<file path="src/rtl/cnt_pkg.sv">
// Shared constants and state encoding for the up/down step-counter decoder.
package cnt_pkg;

    // Value the observed step counter starts from after its own reset.
    localparam int RESET_VAL    = -50;

    // Regular and boosted step sizes in each direction.
    localparam int UP_STEP      = 5;
    localparam int UP_BOOST     = 10;
    localparam int DOWN_STEP    = -9;
    localparam int DOWN_BOOST   = -18;

    // Sample values from which the counter takes its boosted step.
    localparam int UP_TRIGGER   = -16;
    localparam int DOWN_TRIGGER = -2;

    // Beyond these values the counter saturates and repeats its sample.
    localparam int UP_LIMIT     = 230;
    localparam int DOWN_LIMIT   = -221;

    // EMPTY: no prior sample, PRIMED: one sample held, LOCKED: mode decoded,
    // FAULT: last step was illegal.
    typedef enum logic [1:0] {
        EMPTY  = 2'd0,
        PRIMED = 2'd1,
        LOCKED = 2'd2,
        FAULT  = 2'd3
    } state_t;

endpackage

</file>
<file path="src/rtl/cnt_step_classify.sv">
// Combinational classifier: decides whether a delta from a given previous
// sample is a legal up step, a legal down step, a legal saturated hold,
// or illegal. Exactly one of the four flags is high.
module cnt_step_classify
    import cnt_pkg::*;
#(
    parameter int W = 10
) (
    input  logic signed [W-1:0] prev,
    input  logic signed [W:0]   delta,
    output logic                up,
    output logic                down,
    output logic                hold,
    output logic                illegal
);

    // Widen both operands to int so all comparisons against the signed
    // package constants are done as plain signed integer compares.
    int prev_val;
    int delta_val;

    assign prev_val  = int'(prev);
    assign delta_val = int'(delta);

    // Boosted steps are only allowed from the trigger value, and the regular
    // step is forbidden there, so the trigger value admits exactly one size.
    assign up = ((delta_val == UP_STEP) && (prev_val != UP_TRIGGER) && (prev_val <= UP_LIMIT))
             || ((delta_val == UP_BOOST) && (prev_val == UP_TRIGGER));

    assign down = ((delta_val == DOWN_STEP) && (prev_val != DOWN_TRIGGER) && (prev_val >= DOWN_LIMIT))
               || ((delta_val == DOWN_BOOST) && (prev_val == DOWN_TRIGGER));

    // A repeated sample is only legal once the counter is past a limit.
    assign hold = (delta_val == 0) && ((prev_val > UP_LIMIT) || (prev_val < DOWN_LIMIT));

    assign illegal = ~(up | down | hold);

endmodule

</file>
<file path="src/rtl/cnt_decoder.sv">
// Decodes the direction of an up/down step counter from its sampled output,
// flags illegal steps and keeps a saturating count of them. All outputs are
// registered and reflect an accepted sample one clock after it is taken.
module cnt_decoder
    import cnt_pkg::*;
#(
    parameter int W     = 10,
    parameter int ERR_W = 8
) (
    input  logic                clk,
    input  logic                rst,
    input  logic                valid_in,
    input  logic signed [W-1:0] cnt_in,
    output logic                mode_out,
    output logic                mode_valid,
    output logic                hold,
    output logic                err,
    output logic signed [W:0]   step,
    output logic [ERR_W-1:0]    err_cnt
);

    localparam logic [ERR_W-1:0] ERR_MAX = {ERR_W{1'b1}};

    state_t              state;
    state_t              state_nxt;
    logic signed [W-1:0] prev;
    logic signed [W-1:0] prev_nxt;
    logic                mode_known;
    logic                mode_known_nxt;
    logic                mode_nxt;
    logic                hold_nxt;
    logic                err_nxt;
    logic signed [W:0]   step_nxt;
    logic [ERR_W-1:0]    err_cnt_nxt;

    logic signed [W:0]   delta;
    logic                is_up;
    logic                is_down;
    logic                is_hold;
    logic                is_illegal;

    // One extra bit of width makes the difference exact for any pair of samples.
    assign delta = (W+1)'(cnt_in) - (W+1)'(prev);

    cnt_step_classify #(
        .W (W)
    ) u_classify (
        .prev    (prev),
        .delta   (delta),
        .up      (is_up),
        .down    (is_down),
        .hold    (is_hold),
        .illegal (is_illegal)
    );

    // State register.
    // NOTE: sequential state is written with <= so every flop samples the
    // pre-edge values, independent of statement order.
    always_ff @(posedge clk or posedge rst) begin
        if (rst) begin
            state <= EMPTY;
        end else begin
            state <= state_nxt;
        end
    end

    // Next-state and next-output decode for one accepted sample.
    // NOTE: every signal gets a default first, so no path leaves one
    // unassigned and no latch is inferred.
    always_comb begin
        state_nxt      = state;
        prev_nxt       = prev;
        mode_known_nxt = mode_known;
        mode_nxt       = mode_out;
        hold_nxt       = hold;
        err_nxt        = 1'b0;
        step_nxt       = step;
        err_cnt_nxt    = err_cnt;

        if (valid_in) begin
            prev_nxt = cnt_in;
            if (state == EMPTY) begin
                // First sample after reset only seeds prev.
                state_nxt = PRIMED;
            end else begin
                step_nxt = delta;
                hold_nxt = 1'b0;
                if (is_up || is_down) begin
                    state_nxt      = LOCKED;
                    mode_nxt       = is_up;
                    mode_known_nxt = 1'b1;
                end else if (is_hold) begin
                    hold_nxt = 1'b1;
                    // A saturated hold carries no direction information, so a
                    // fault only recovers to LOCKED if a direction was seen.
                    if (state == FAULT) begin
                        state_nxt = mode_known ? LOCKED : PRIMED;
                    end
                end else begin
                    state_nxt = FAULT;
                    err_nxt   = 1'b1;
                    if (err_cnt != ERR_MAX) begin
                        err_cnt_nxt = err_cnt + ERR_W'(1);
                    end
                end
            end
        end
    end

    // Datapath and output registers.
    always_ff @(posedge clk or posedge rst) begin
        if (rst) begin
            prev       <= '0;
            mode_known <= 1'b0;
            mode_out   <= 1'b0;
            mode_valid <= 1'b0;
            hold       <= 1'b0;
            err        <= 1'b0;
            step       <= '0;
            err_cnt    <= '0;
        end else begin
            prev       <= prev_nxt;
            mode_known <= mode_known_nxt;
            mode_out   <= mode_nxt;
            mode_valid <= (state_nxt == LOCKED);
            hold       <= hold_nxt;
            err        <= err_nxt;
            step       <= step_nxt;
            err_cnt    <= err_cnt_nxt;
        end
    end

    // Mode is declared valid only while the decoder sits in LOCKED.
    always_comb begin
        if (rst == 1'b0 && (mode_valid != (state == LOCKED))) begin
            assert (0) else $error("mode_valid out of step with state");
        end
    end

endmodule

</file>
<file path="config.mk">
export PLATFORM = sky130hd
export DESIGN_NAME = cnt_decoder
export DESIGN_NICKNAME = d
export VERILOG_FILES = /design/src/rtl/cnt_pkg.sv /design/src/rtl/cnt_step_classify.sv /design/src/rtl/cnt_decoder.sv
export SDC_FILE = /design/constraint.sdc
export NUM_CORES = 1
export LEC_CHECK = 0
export CORE_UTILIZATION = 50
export CTS_CLUSTER_SIZE = 40
export DETAILED_ROUTE_END_ITERATION = 7
export PLACE_DENSITY_LB_ADDON = 0.2
export SLEW_MARGIN = 20
export SYNTH_ARGS = -nofsm -noshare
export SYNTH_HDL_FRONTEND = slang
export SYNTH_SLANG_ARGS = --single-unit
export TNS_END_PERCENT = 100
</file>
<file path="constraint.sdc">
create_clock -name clk -period 3.8 [get_ports clk]
set_input_delay 0.57 -clock clk [delete_from_list [all_inputs] [get_ports clk]]
set_output_delay 0.57 -clock clk [all_outputs]
set_load 0.005 [all_outputs]
</file>
Word level (Yosys, flattened, before mapping). Cells that the tools add are included. Widths: inputs -> output; s select.

Bits of input ports: 13. Register bits: 36. Word-level logic and storage cells: 57. Output and inout bits: 23.

Magnitude comparators: 4. Reduce and logical (&&, ||, !) cells: 16. Bitwise operators: 3. Equal/unequal tests: 11. $add $sub $neg: 2. Mux-type cells: 12.

Operators with widths (number): $logic_not 32->1 (1); $eq 11x5->1 const B (2); $mux 2 (6); $eq 11x4->1 const B (1); $eq 11x6->1 const B (1); $sub 10x10->11 (1); $eq 10x2->1 const B (1); $eq 10x5->1 const B (1); $ge 10x9->1 const B (1); $gt 10x9->1 const B (1); $le 10x9->1 const B (1); $lt 10x9->1 const B (1); $ne 10x2->1 const B (1); $ne 10x5->1 const B (1); $add 8x1->8 const B (1); $ne 8x8->1 const B (1); $logic_and 1x1->1 (7); $mux 1 (6); $reduce_and 5->1 (1); $eq 2x2->1 const B (2); $logic_or 1x1->1 (4); $not 1->1 (3); $reduce_and 3->1 (1); $logic_not 2->1 (1); $reduce_and 2->1 (1).

Depth between registers and ports, before layout.
Word-level depth: 10. Mapped depth: 14. Depth with buffers taken out: 13.

Hierarchy. A second synthesis with hierarchy kept.

Cells, all modules: 227. Area total of the unflattened synthesis: 2077.0 sq um.

By module, submodules not included: cnt_decoder (area each 1874.3 sq um, sequential area each 900.9 sq um, cells each 195, times used 1); cnt_step_classify (area each 202.7 sq um, sequential area each 0.0 sq um, cells each 32, times used 1).

Least setup slack after synthesis. No wires, ideal clock.

Path type: input -> register. Start: input port cnt_in[0]. End: register err_cnt[1]. Stages: 13. Path slack: 0.416 ns. Library setup time: 0.125 ns. Required time: 3.675 ns. Data arrival time: 3.259 ns. Buffers on the path: 1. Cells stage by stage: inv_1 -> ha_1 -> inv_1 -> fa_1 -> a211oi_2 -> nor2_1 -> xor2_1 -> or3_1 -> or4_4 -> or3b_1 -> buf_6 -> nor2_2 -> mux2_4.

Cells in the longest elaborated chain, start to end: 8. Elaborated cells between the ends (all ways): 19. Those cells by class: add/sub (1); eq/ne (4); bitwise (2); reduce/logical (12).

RTL lines: start, declared (line cnt_decoder.sv:13) `input logic signed [W-1:0] cnt_in,`; $sub 10x10->11 (*) (line cnt_decoder.sv:43) `assign delta = (W+1)'(cnt_in) - (W+1)'(prev);`; $eq 11x4->1 / $eq 11x5->1 (equally long branches) (line cnt_step_classify.sv:27, cnt_step_classify.sv:30); $logic_and 1x1->1, on equally long branches (2 in series) (line cnt_step_classify.sv:27, cnt_step_classify.sv:30); $logic_or 1x1->1, on equally long branches (line cnt_step_classify.sv:28, cnt_step_classify.sv:31); $logic_or 1x1->1 (line cnt_decoder.sv:88) `if (is_up || is_down) begin`; $not 1->1 (no source line); $reduce_and 5->1 (no source line) (*); end signal, assigned (line cnt_decoder.sv:129) `err_cnt <= err_cnt_nxt;`; end, declared (line cnt_decoder.sv:19) `output logic [ERR_W-1:0] err_cnt`.

Mark *: on every way between the ends. The rest lies on a longest branch, timed or not. A chain may end at the register's enable or synchronous reset.

Worst setup path after layout.
Start: input port cnt_in[0]. End: register err_cnt[6].

The elaborated chain is that of the path after synthesis.

==> results.sh <==
export IMPL_outcome="finished, final reports clean"
export IMPL_first_iter_violations=88
export IMPL_synth_seq_cells=36
export IMPL_crit_top_cell="inv_1"
export IMPL_period_share=0.9515
export IMPL_via_count=2018
export IMPL_synth_largest_area_cell="dfrtp_1"
export IMPL_synth_adder_area_share=0.06946
export IMPL_post_synth_xor_area_fraction=0.04961
export IMPL_maxSlewViolCount=0
export IMPL_endpoint="err_cnt[6]"
export IMPL_layout_common_cells="dfrtp_1, clkdlybuf4s50_1, nand2_1"
export IMPL_synth_area_sq_um=2270
export IMPL_slew_headroom=0.6278
export IMPL_cts_buffer_depth=2
export IMPL_synth_top_cell_area_share=0.3969
export IMPL_n_antenna_cell=0
export IMPL_synthDistinctLibCells=53
export IMPL_start_kind="primary input"
export IMPL_setup_tns_ps=0
export IMPL_ys_seq_area_frac=0.3969
export IMPL_synthMuxAreaShare=0.04741
export IMPL_routed_wirelength_microns=5203
export IMPL_grt_use_met2=0.3484
export IMPL_ios=36
export IMPL_path_clk_slew_ps=70
export IMPL_grt_pass1_wl_microns=8418
export IMPL_regToRegSetupSlack_ps=510
export IMPL_critPathArrivalTime_ps=3790
export IMPL_hold_viol_final=0
export IMPL_grt_ovfl_total=0
export IMPL_syn_avg_cell_area_sq_um=9.264
export IMPL_grt_max_degree=37
export IMPL_initial_core_util=0.5213
export IMPL_synthTopCellsByArea="dfrtp_1, ha_1, o21ai_0"
export IMPL_synth_fp_nets=270
export IMPL_cp_max_fo=8
export IMPL_worst_pin_slew_ps=556.9
export IMPL_setup_worst_path_class="in -> reg"
export IMPL_die_w_microns=69.38
export IMPL_endpoint_kind="flop"
export IMPL_num_rows=24
export IMPL_track_usage=0.2177
export IMPL_yosys_area_share_simple=0.2332
export IMPL_reg2reg_from="prev[0]"
export IMPL_synthArstFlopShare=1.000
export IMPL_grt_use_met1=0.2972
export IMPL_synthFlopType="dfrtp_1"
export IMPL_grt_pass1_vias=1857
export IMPL_dr_pass1_iters=4
export IMPL_leakagePower_nw=1.295
export IMPL_cts_tree="yes"
export IMPL_place_gp_congestion=0.9247
export IMPL_hp_class="reg -> reg"
export IMPL_crit_start="cnt_in[0]"
export IMPL_ant_nets=0
export IMPL_synth_compound_area_frac=0.1670
export IMPL_skew_ps=2.674
export IMPL_crit_chain="clkdlybuf4s50_1 -> inv_1 -> ha_1 -> inv_1 -> fa_1 -> a211oi_2 -> buf_4 -> o21ai_0 -> a21boi_1 -> nor4_1 -> nand4b_1 -> nor3_1 -> or3b_4 -> nor4_2 -> mux2_4"
export IMPL_synth_edf_count=0
export IMPL_detail_route_wl_per_cell_microns=14.62
export IMPL_r2r_end="err_cnt[6]"
export IMPL_nets=328
export IMPL_cts_root_buf="clkbuf_8"
export IMPL_synth_top_family_by_area="simple AND/OR/NAND/NOR gates"
export IMPL_cp_data_required_time_ps=3980
export IMPL_core_area_sq_um=4354
export IMPL_busiest_layer="met2"
export IMPL_clock_sinks=36
export IMPL_final_common_cell="dfrtp_1"
export IMPL_remaining_drc_errors=0
export IMPL_vdd_drop_max_uv=274.3
export IMPL_die_area_sq_um=4813
export IMPL_worst_path_largest_cell_delay_ps=470
export IMPL_post_dp_hpwl_microns=3933
export IMPL_met3_usage=0.04070
export IMPL_h_tree_depth=2
export IMPL_maxCapViolCount=0
export IMPL_syn_inst=245
export IMPL_timing_fmax_mhz=276.6
export IMPL_cts_buffers=5
export IMPL_antenna_found_initial=0
export IMPL_viasPerCell=5.669
export IMPL_ys_warn_count=0
export IMPL_rsz0062_at_grt="no"
export IMPL_clock_latency_ps=290
export IMPL_setup_violations=0
export IMPL_powerDensity_nw_per_um2=521.3
export IMPL_port_buffers=35
export IMPL_r2r_cells=13
export IMPL_fp_dieH_microns=69.38
export IMPL_total_power_w=0.001552
export IMPL_cpMaxStageDelayCell="or3b_4"
export IMPL_area_delta_synth_final_pct=31.20
export IMPL_drive_above_1_share=0.1513
export IMPL_fin_crit_ps=3616
[cell usage after synthesis (3+ instances only)]
master and n:
nand3_1 10, nor4_1 3, nand2_1 27, nor3_1 12, o21ai_0 25, mux2_2 6
nor2b_1 7, nor2_1 15, xor2_1 7, nand4b_1 3, xnor2_1 4, ha_1 11
dfrtp_1 36, inv_1 15, nand2b_1 4, nand4_1 4, a21oi_1 6, clkbuf_1 4
[logic make-up (layout without fill, tap and decap cells)]
kind of cell             after synthesis  in the layout
multiplexers                           9              9
XOR/XNOR                              12             12
AO/OA/AOI/OAI                         57             57
adder cells (fa/ha/maj)               12             12
AND/OR/NAND/NOR                       99             99
flip-flops                            36             36
buffers and inverters                 20             79
[per-stage QoR]
step / cell area, sq um / utilization / hold slack, ps / instances / setup slack (ps)
floorplan: 2270 / - / 457.3 / 245 / 416.2
CTS: 2968 / 0.6816 / 485.3 / 355 / 114.0
global placement: 2809 / 0.6451 / 460.8 / 347 / -95.49
detailed placement: 2809 / 0.6451 / 469.1 / 347 / -170.8
global route: 2978 / 0.6839 / 500.8 / 356 / 14.41
finish: 2978 / 0.6839 / 478.2 / 356 / 184.3
[cell type report]
class / instances / area [sq um]
clock inverter: 3 / 90.09
multi-input combinational: 189 / 1289
fill: 375 / 1376
timing repair buffer: 56 / 508.0
clock buffer: 5 / 68.82
inverter: 15 / 56.30
sequential: 36 / 900.9
tap: 52 / 65.06
[critical path: cells and delay by family]
kind	cells	cell delay, ps
AOI/OAI and AO/OA	3	600
adders and majority gates	2	580
and+or+nand+nor	5	990
muxes	1	330
buffers and inverters	4	710
[what timing repair did]
item	CTS	global route
endpoints found under the hold margin	0	0
setup endpoints to repair	0	5
setup buffers	0	1
gates resized for setup	0	1
hold buffers	0	0
[worst min path at each step]
| stage | start | end | slack [ps] | cells after the start |
|---|---|---|---|---|
| detailed placement | step[0] | step[0] | 470 | 2 |
| global placement | step[2] | step[2] | 460 | 2 |
| floorplan | mode_known | mode_known | 460 | 1 |
| finish | step[0] | step[0] | 480 | 2 |
| CTS | step[0] | step[0] | 490 | 2 |
| global route | step[0] | step[0] | 500 | 2 |
[power by group]
group	total, W	switching, W	internal, W	leakage (nW)
clock network	0.000470	0.000141	0.000328	0.0784
logic	0.000543	0.000238	0.000304	0.781
registers	0.000540	0.0000785	0.000461	0.435
[flip-flops by register name (all words and copies together) (netlist names)]
| register | flops |
|---|---|
| step | 11 |
| prev | 10 |
| err_cnt | 8 |
| state | 2 |
| err | 1 |
| hold | 1 |
| mode_known | 1 |
| mode_out | 1 |
| mode_valid | 1 |
[metal layers]
metal / vias to the layer above / part of all wire
met5: - / 0
met2: 46 / 0.48
met4: 0 / 0.0092
met1: 965 / 0.47
li1: 1001 / -
met3: 6 / 0.037
No activity file was read; power rests on OpenSTA's default activity.
